===== src/rtl/sum_pkg.sv =====
// Shared constants and FSM state encoding for the serial chunked adder.
// Optional subtract support is enabled with the SUM_SUB_EN macro.
package sum_pkg;

    localparam int DEF_WIDTH = 16;
    localparam int DEF_CHUNK = 4;

    typedef logic [1:0] state_t;

    localparam state_t IDLE = 2'd0;
    localparam state_t CALC = 2'd1;
    localparam state_t FIN  = 2'd2;

endpackage


===== src/rtl/sum_tramo.sv =====
// Combinational CHUNK-bit ripple adder built from full-adder cells; also exposes
// the carry into the chunk MSB so the caller can derive two's-complement overflow.
module sum_tramo
    import sum_pkg::*;
#(
    parameter int CHUNK = DEF_CHUNK
) (
    input  logic [CHUNK-1:0] a,
    input  logic [CHUNK-1:0] b,
    input  logic             ci,
    output logic [CHUNK-1:0] s,
    output logic             co,
    output logic             c_msb
);

    logic [CHUNK:0] c;

    assign c[0] = ci;

    for (genvar i = 0; i < CHUNK; i++) begin : g_fa
        assign s[i]   = a[i] ^ b[i] ^ c[i];
        assign c[i+1] = (a[i] & b[i]) | (c[i] & (a[i] ^ b[i]));
    end

    assign co    = c[CHUNK];
    assign c_msb = c[CHUNK-1];

endmodule


===== src/rtl/sum_serie_nb.sv =====
// Serial adder: processes CHUNK bits per cycle through a single sum_tramo.
// Define SUM_SUB_EN to add the op port and subtract support.
module sum_serie_nb
    import sum_pkg::*;
#(
    parameter int WIDTH = DEF_WIDTH,
    parameter int CHUNK = DEF_CHUNK
) (
    input  logic             clk,
    input  logic             rst,
    input  logic             start,
    input  logic [WIDTH-1:0] A,
    input  logic [WIDTH-1:0] B,
    input  logic             Cn,
`ifdef SUM_SUB_EN
    input  logic             op,
`endif
    output logic             busy,
    output logic             done,
    output logic [WIDTH-1:0] S,
    output logic             Co,
    output logic             ovf
);

    localparam int NCHUNK = WIDTH / CHUNK;
    localparam int K_W    = (NCHUNK > 1) ? $clog2(NCHUNK) : 1;
    localparam logic [K_W-1:0] K_LAST = K_W'(NCHUNK - 1);

    state_t           state;
    logic [K_W-1:0]   k;
    logic             c;
    logic [WIDTH-1:0] a_r;
    logic [WIDTH-1:0] b_r;
    logic [WIDTH-1:0] acc;
    logic [WIDTH-1:0] acc_next;
    logic [WIDTH-1:0] b_sel;
    logic             c_sel;
    logic [CHUNK-1:0] sum_chunk;
    logic             c_out;
    logic             c_msb;

    // Subtraction is A + ~B + 1, so only the operand and carry selection differ.
    always_comb begin
`ifdef SUM_SUB_EN
        b_sel = op ? ~B : B;
        c_sel = op ? 1'b1 : Cn;
`else
        b_sel = B;
        c_sel = Cn;
`endif
    end

    sum_tramo #(
        .CHUNK (CHUNK)
    ) u_tramo (
        .a     (a_r[k*CHUNK +: CHUNK]),
        .b     (b_r[k*CHUNK +: CHUNK]),
        .ci    (c),
        .s     (sum_chunk),
        .co    (c_out),
        .c_msb (c_msb)
    );

    // NOTE: give every always_comb output a default first so no latch is inferred.
    always_comb begin
        acc_next = acc;
        acc_next[k*CHUNK +: CHUNK] = sum_chunk;
    end

    // NOTE: sequential state uses non-blocking assignments so all registers
    // update together from the values present before the edge.
    always_ff @(posedge clk) begin
        if (rst) begin
            state <= IDLE;
            k     <= '0;
            c     <= 1'b0;
            a_r   <= '0;
            b_r   <= '0;
            acc   <= '0;
            S     <= '0;
            Co    <= 1'b0;
            ovf   <= 1'b0;
        end else begin
            case (state)
                IDLE: begin
                    if (start) begin
                        a_r   <= A;
                        b_r   <= b_sel;
                        c     <= c_sel;
                        k     <= '0;
                        state <= CALC;
                    end
                end
                CALC: begin
                    acc <= acc_next;
                    c   <= c_out;
                    if (k == K_LAST) begin
                        // The last chunk lands in S on the same edge it is computed.
                        S     <= acc_next;
                        Co    <= c_out;
                        ovf   <= c_msb ^ c_out;
                        k     <= '0;
                        state <= FIN;
                    end else begin
                        k <= k + K_W'(1);
                    end
                end
                FIN:     state <= IDLE;
                default: state <= IDLE;
            endcase
        end
    end

    assign busy = (state == CALC) || (state == FIN);
    assign done = (state == FIN);

endmodule


===== config.mk =====
export PLATFORM = sky130hd
export DESIGN_NAME = sum_serie_nb
export DESIGN_NICKNAME = d
export VERILOG_FILES = /design/src/rtl/sum_pkg.sv /design/src/rtl/sum_tramo.sv /design/src/rtl/sum_serie_nb.sv
export SDC_FILE = /design/constraint.sdc
export NUM_CORES = 1
export LEC_CHECK = 0
export ABC_AREA = 1
export BUFFER_PORTS_ARGS = -buffer_cell sky130_fd_sc_hd__buf_2
export CORE_MARGIN = 1
export CORE_UTILIZATION = 51
export DETAILED_ROUTE_END_ITERATION = 7
export PLACE_DENSITY = 0.76
export SLEW_MARGIN = 20
export SYNTH_ARGS = -nofsm -noshare
export SYNTH_HDL_FRONTEND = slang
export SYNTH_HIERARCHICAL = 1
export SYNTH_SLANG_ARGS = --single-unit

===== constraint.sdc =====
create_clock -name clk -period 2.8 [get_ports clk]
set_input_delay 0.14 -clock clk [delete_from_list [all_inputs] [get_ports clk]]
set_output_delay 0.14 -clock clk [all_outputs]
set_load 0.03 [all_outputs]

==> After elaboration in Yosys (flattened, before gate mapping) <==
Cells that the tools add are included.
{ "word_totals": {"regBits": 71, "latchBits": 0, "ram_bits": 0, "mem_bits_ro": 0, "inputBits": 36, "out_inout_bits": 20, "wordCells": 57, "mem_count": 0} }
{ "op_classes": {"add_sub_neg": 2, "multipliers": 0, "n_div": 0, "order_cmp": 0, "eq_ne": 5, "shift": 4, "mux": 9, "n_bitwise": 21, "n_reduce_logical": 7} }
{ "ops": {"columns": ["operator", "n"], "rows": [
  ["$neg A4 Y34", 1],
  ["$shift A4 B34 Y16 const A", 1],
  ["$shiftx A4 B34 Y16", 1],
  ["$shiftx A16 B5 Y4", 2],
  ["$bwmux W16", 1],
  ["$xor A1 B1 Y1", 9],
  ["$and A1 B1 Y1", 8],
  ["$mux W2", 4],
  ["$pmux W2 S2", 2],
  ["$reduce_and A2 Y1", 4],
  ["$eq A2 B2 Y1 const B", 2],
  ["$ne A2 B2 Y1 const B", 2],
  ["$or A1 B1 Y1", 4],
  ["$add A2 B1 Y2 const B", 1],
  ["$eq A2 B1 Y1 const B", 1],
  ["$logic_not A2 Y1", 1],
  ["$pmux W1 S2", 1],
  ["$reduce_bool A2 Y1", 1],
  ["$logic_or A1 B1 Y1", 1],
  ["$mux W1", 1]
]} }

==> Depth between registers and ports, before layout <==
{ "logic_depth": {"depth_word": 11, "ltp_mapped": 16, "ltp_nobuf": 15} }

==> Hierarchy <==
Netlist, hierarchy kept.
{ "by_module_without_submodules": {"columns": ["module", "instances", "cells_each", "area_each_um2", "seq_area_each_um2"], "rows": [
  ["sum_serie_nb", 1, 499, 3335.7, 1421.4],
  ["sum_tramo", 1, 12, 110.1, 0.0]
]} }

==> Worst setup path before layout <==
OpenSTA, ideal clock, no wires.
{ "synth_path": {"kind": "reg-to-reg", "start": "register k[0]", "end": "register acc[15]", "setup_time_ps": 109, "arrival_time_ps": 2811, "required_ps": 2691, "path_slack_ps": -119, "path_stages_with_launch": 17, "path_buffers": 2, "synth_period_minus_slack_ps": 2919, "path_cell_list": "dfxtp_1 -> buf_2 -> buf_2 -> nor2_1 -> o22ai_1 -> fa_1 -> inv_1 -> fa_1 -> fa_1 -> inv_1 -> fa_1 -> nand2_1 -> nor2_1 -> nand2_1 -> nand3_1 -> nand2_1 -> inv_1"} }
{ "synth_between": {"elab_chain_cells": 11, "elab_cells_between_ends": 23, "cone_classes": "add/sub (1); shift (4); mux (1); bitwise (17)"} }
{ "synth_lines": {"columns": ["element", "line_no", "text"], "rows": [
  ["start, declared", "sum_serie_nb.sv:30", "logic [K_W-1:0] k;"],
  ["start signal, assigned", "sum_serie_nb.sv:105", "k <= k + K_W'(1);"],
  ["$shiftx A16 B5 Y4, on equally long branches", "sum_serie_nb.sv:56, sum_serie_nb.sv:57", null],
  ["$xor A1 B1 Y1", "sum_tramo.sv:22", "assign c[i+1] = (a[i] & b[i]) | (c[i] & (a[i] ^ b[i]));"],
  ["$and A1 B1 Y1", "sum_tramo.sv:22", null],
  ["$or A1 B1 Y1", "sum_tramo.sv:22", null],
  ["$and A1 B1 Y1", "sum_tramo.sv:22", null],
  ["$or A1 B1 Y1", "sum_tramo.sv:22", null],
  ["$and A1 B1 Y1", "sum_tramo.sv:22", null],
  ["$or A1 B1 Y1 (*)", "sum_tramo.sv:22", null],
  ["via c_msb", "sum_serie_nb.sv:40", "logic c_msb;"],
  ["$xor A1 B1 Y1 (*)", "sum_tramo.sv:21", "assign s[i] = a[i] ^ b[i] ^ c[i];"],
  ["via sum_chunk[3]", "sum_serie_nb.sv:38", "logic [CHUNK-1:0] sum_chunk;"],
  ["$shiftx A4 B34 Y16 (*)", "sum_serie_nb.sv:67", "acc_next[k*CHUNK +: CHUNK] = sum_chunk;"],
  ["$bwmux W16 (*)", "sum_serie_nb.sv:67", null],
  ["end signal, assigned", "sum_serie_nb.sv:95", "acc <= acc_next;"],
  ["end, declared", "sum_serie_nb.sv:34", "logic [WIDTH-1:0] acc;"]
]} }
The timed path passes the listed nets; every way through them passes the cells marked *.
A chain may end at the register's enable or synchronous reset.

==> Final worst setup path <==
Same ends and word-level chain as after synthesis.

==> run summary <==
Outcome -> finished with violations
Failing checks -> DRC
Commonest non-fill, non-tap cell in the layout -> nor2_1
PwrDens -> 610 mW/mm^2
Root buf cell -> clkbuf_8
Worst-path fanout max -> 7
Inserted Clock Buffers -> 9
Class of the most critical hold timing path -> primary input to register
Fraction of layout cells with a size suffix above 1 -> 19.5%
WS Path Type -> register to register
Final Slew Violations -> 0
Vias in the first global route -> 3,053
CTS clock-pin slew for the worst setup and hold paths -> 80 ps
Starting Density -> 53.7%
Commonest cells after routing, fill and taps aside -> nor2_1, nand2_1, dfxtp_1, buf_2, inv_1
Iter 0 DRT Violations -> 198
Unique masters post-synth -> 23
Tot Pwr -> 2.47 mW
Final core utilization -> 63.0%
Worst skew pair latency -> 360 ps
Layout area overhead -> 17.4%
Clock tree buffer depth -> 2
Clock sink count -> 71
Max Cap Viol -> 0
Avg Inst Size Synth -> 6.74 um^2
WL/cell -> 12.1 um
Synth Instances -> 511
Final Cell Area -> 0.00404 mm^2
Syn nets -> 560
Final #Nets -> 615
Post-detail-place hpwl -> 5620 um
Drt via density -> 4.98
Setup Slack @ Placement -> -175 ps
Area of the multi-input gates -> 0.00169 mm^2
Die Ht -> 84.2 um
Synthesis-stage register bit count -> 71
DR DRC count -> 8
Global-route usage over all layers -> 23.6%
Total Die Area -> 0.00709 mm^2
Register area share after synthesis -> 41.2%
First-pass GRT wire length -> 13,400 um
Ys Warns -> 6
Max-slew headroom -> 65.3%
Crit path launch type -> register
FF-to-FF setup slack -> 110 ps
FMAX -> 0.371 GHz
Area leader, netlist -> dfxtp_1
Sequential Area -> 0.00143 mm^2
Worst stage delay on the critical path -> 450 ps
Placed Area -> 0.00378 mm^2
Placeable Area -> 0.00642 mm^2
RSZ-0062 raised after global routing -> no
Least-Margin Pin Slew -> 519 ps
CP Data Arrival Time -> 2960 ps
WL final -> 7850 um
1st-pass router iterations -> 6
CTS H-tree depth -> 3
Antenna viol nets, final -> 0
CP dominant cell by count -> fa_2
Buffers on Ports -> 55
Sum Neg Setup Slack -> 0 ps
Final Hold Vio Count -> 0
Final setup fails -> 0
Die X-Extent -> 84.2 um
Largest net degree at the start of global routing -> 37
CP Data Required Time -> 3060 ps
VDD IR-drop max -> 0.354 mV
CTS tree -> done
Post-layout minimum cycle time -> 2690 ps
Setup WS post-layout -> 107 ps
Ranking of synthesized cells by area -> dfxtp_1, nor2_1, nand2_1
Ant. Diodes -> 0
Row cnt -> 29
Slowest cell on crit path -> fa_1
Syn Std Cell Area -> 0.00345 mm^2
Synth top area share -> 41.2%
Fill count -> 599
Tcrit/Tclk final -> 96.2%
GPL Wtd Cong -> 0.934
Crit-path cells -> inv_4 -> nor2_1 -> o22ai_2 -> fa_2 -> inv_1 -> fa_2 -> fa_2 -> inv_2 -> fa_1 -> nand2_2 -> nor2_2 -> nand2_1 -> nand3_1 -> nand2_1 -> inv_1
I/O pin count -> 56
Initial antenna violation count -> 0
Vias -> 3,220
Pleak -> 2.03 nW
Total grt overflow -> 0
Final Skew -> 10.5 ps
Crit end category -> register
## final cells by class
type | instances | area share, %
Multi-Input combinational cell | 355 | 41.7
Sequential cell | 71 | 35.3
Timing Repair Buffer | 69 | 9.59
Inverter | 60 | 5.75
Clock buffer | 11 | 3.50
Tap cell | 77 | 2.38
Clock inverter | 4 | 1.73
## worst paths after layout
kind,to,cells after the start,startpoint
setup / recovery,acc[15]$_SDFFE_PP0P_,15,k[0]$_SDFFE_PP0P_
hold / removal,b_r[10]$_SDFFE_PP0P_,3,B[10]
setup reg to reg,acc[15]$_SDFFE_PP0P_,15,k[0]$_SDFFE_PP0P_
hold reg to reg,b_r[11]$_SDFFE_PP0P_,2,b_r[11]$_SDFFE_PP0P_
## metal layers
metal | share of wire, % | track usage, % | vias to the layer above | wire length [um]
met5 | 0 | 0 | - | 0
met4 | 2.0 | 7.37 | 0 | 157
met3 | 4.4 | 5.70 | 14 | 345
met2 | 48 | 41.2 | 78 | 3800
met1 | 45 | 28.6 | 1434 | 3540
li1 | - | - | 1694 | -
## sequential cells by signal, indices dropped and copies added (netlist names)
register  count
S            16
a_r          16
acc          16
b_r          16
k             2
state         2
Co            1
c             1
ovf           1
## through the flow
stage | std cells | hold slack, ps
floorplan | 511 | 289
global placement | 632 | 383
detailed placement | 632 | 391
CTS | 647 | 28.0
global route | 647 | 51.7
finish | 647 | 26.6
## logic make-up (layout without fill, tap and decap cells)
logic type / Yosys count / after routing / share of synthesized area, %
adders and majority gates: 13 / 13 / 5.59
DFF: 71 / 71 / 41.2
xor gates and xnor gates: 1 / 1 / 0.254
and+or+nand+nor: 276 / 276 / 32.2
buffers and inverters: 85 / 144 / 10.7
AOI/OAI and AO/OA: 65 / 65 / 9.95
## cell usage after synthesis
master / count
nand2_1: 72
buf_4: 7
xnor2_1: 1
buf_6: 1
o21ai_0: 46
a21oi_2: 2
nor2_1: 157
fa_1: 4
or2_4: 1
nand4_1: 4
ha_1: 9
nand3_1: 37
o21ai_1: 7
inv_4: 1
inv_1: 54
clkbuf_1: 5
nand2_2: 2
a21oi_1: 2
buf_2: 12
dfxtp_1: 71
nor2_2: 3
o22ai_1: 8
inv_2: 5
## worst max-delay path, delay by kind of cell, from the launching register on
kind / cells / cell delay (ps)
buf+inv: 4 / 230
fa+ha+maj: 4 / 1370
simple gates: 6 / 430
flops: 1 / 370
compound gates: 1 / 210
## report_power, final
group	switching [mW]	leakage [nW]	internal, mW
Sequential	0.0424	0.584	1.08
Combinational	0.277	1.34	0.176
Clock	0.376	0.109	0.518
## repair_timing
action                                  in CTS  in global routing
gates resized for setup                      7                 14
pin swaps                                    4                  6
endpoints found under the setup margin       7                  6
hold buffers                                 0                  0
setup buffers                                0                  0
Note: power is estimated with default switching activity, not from simulation.
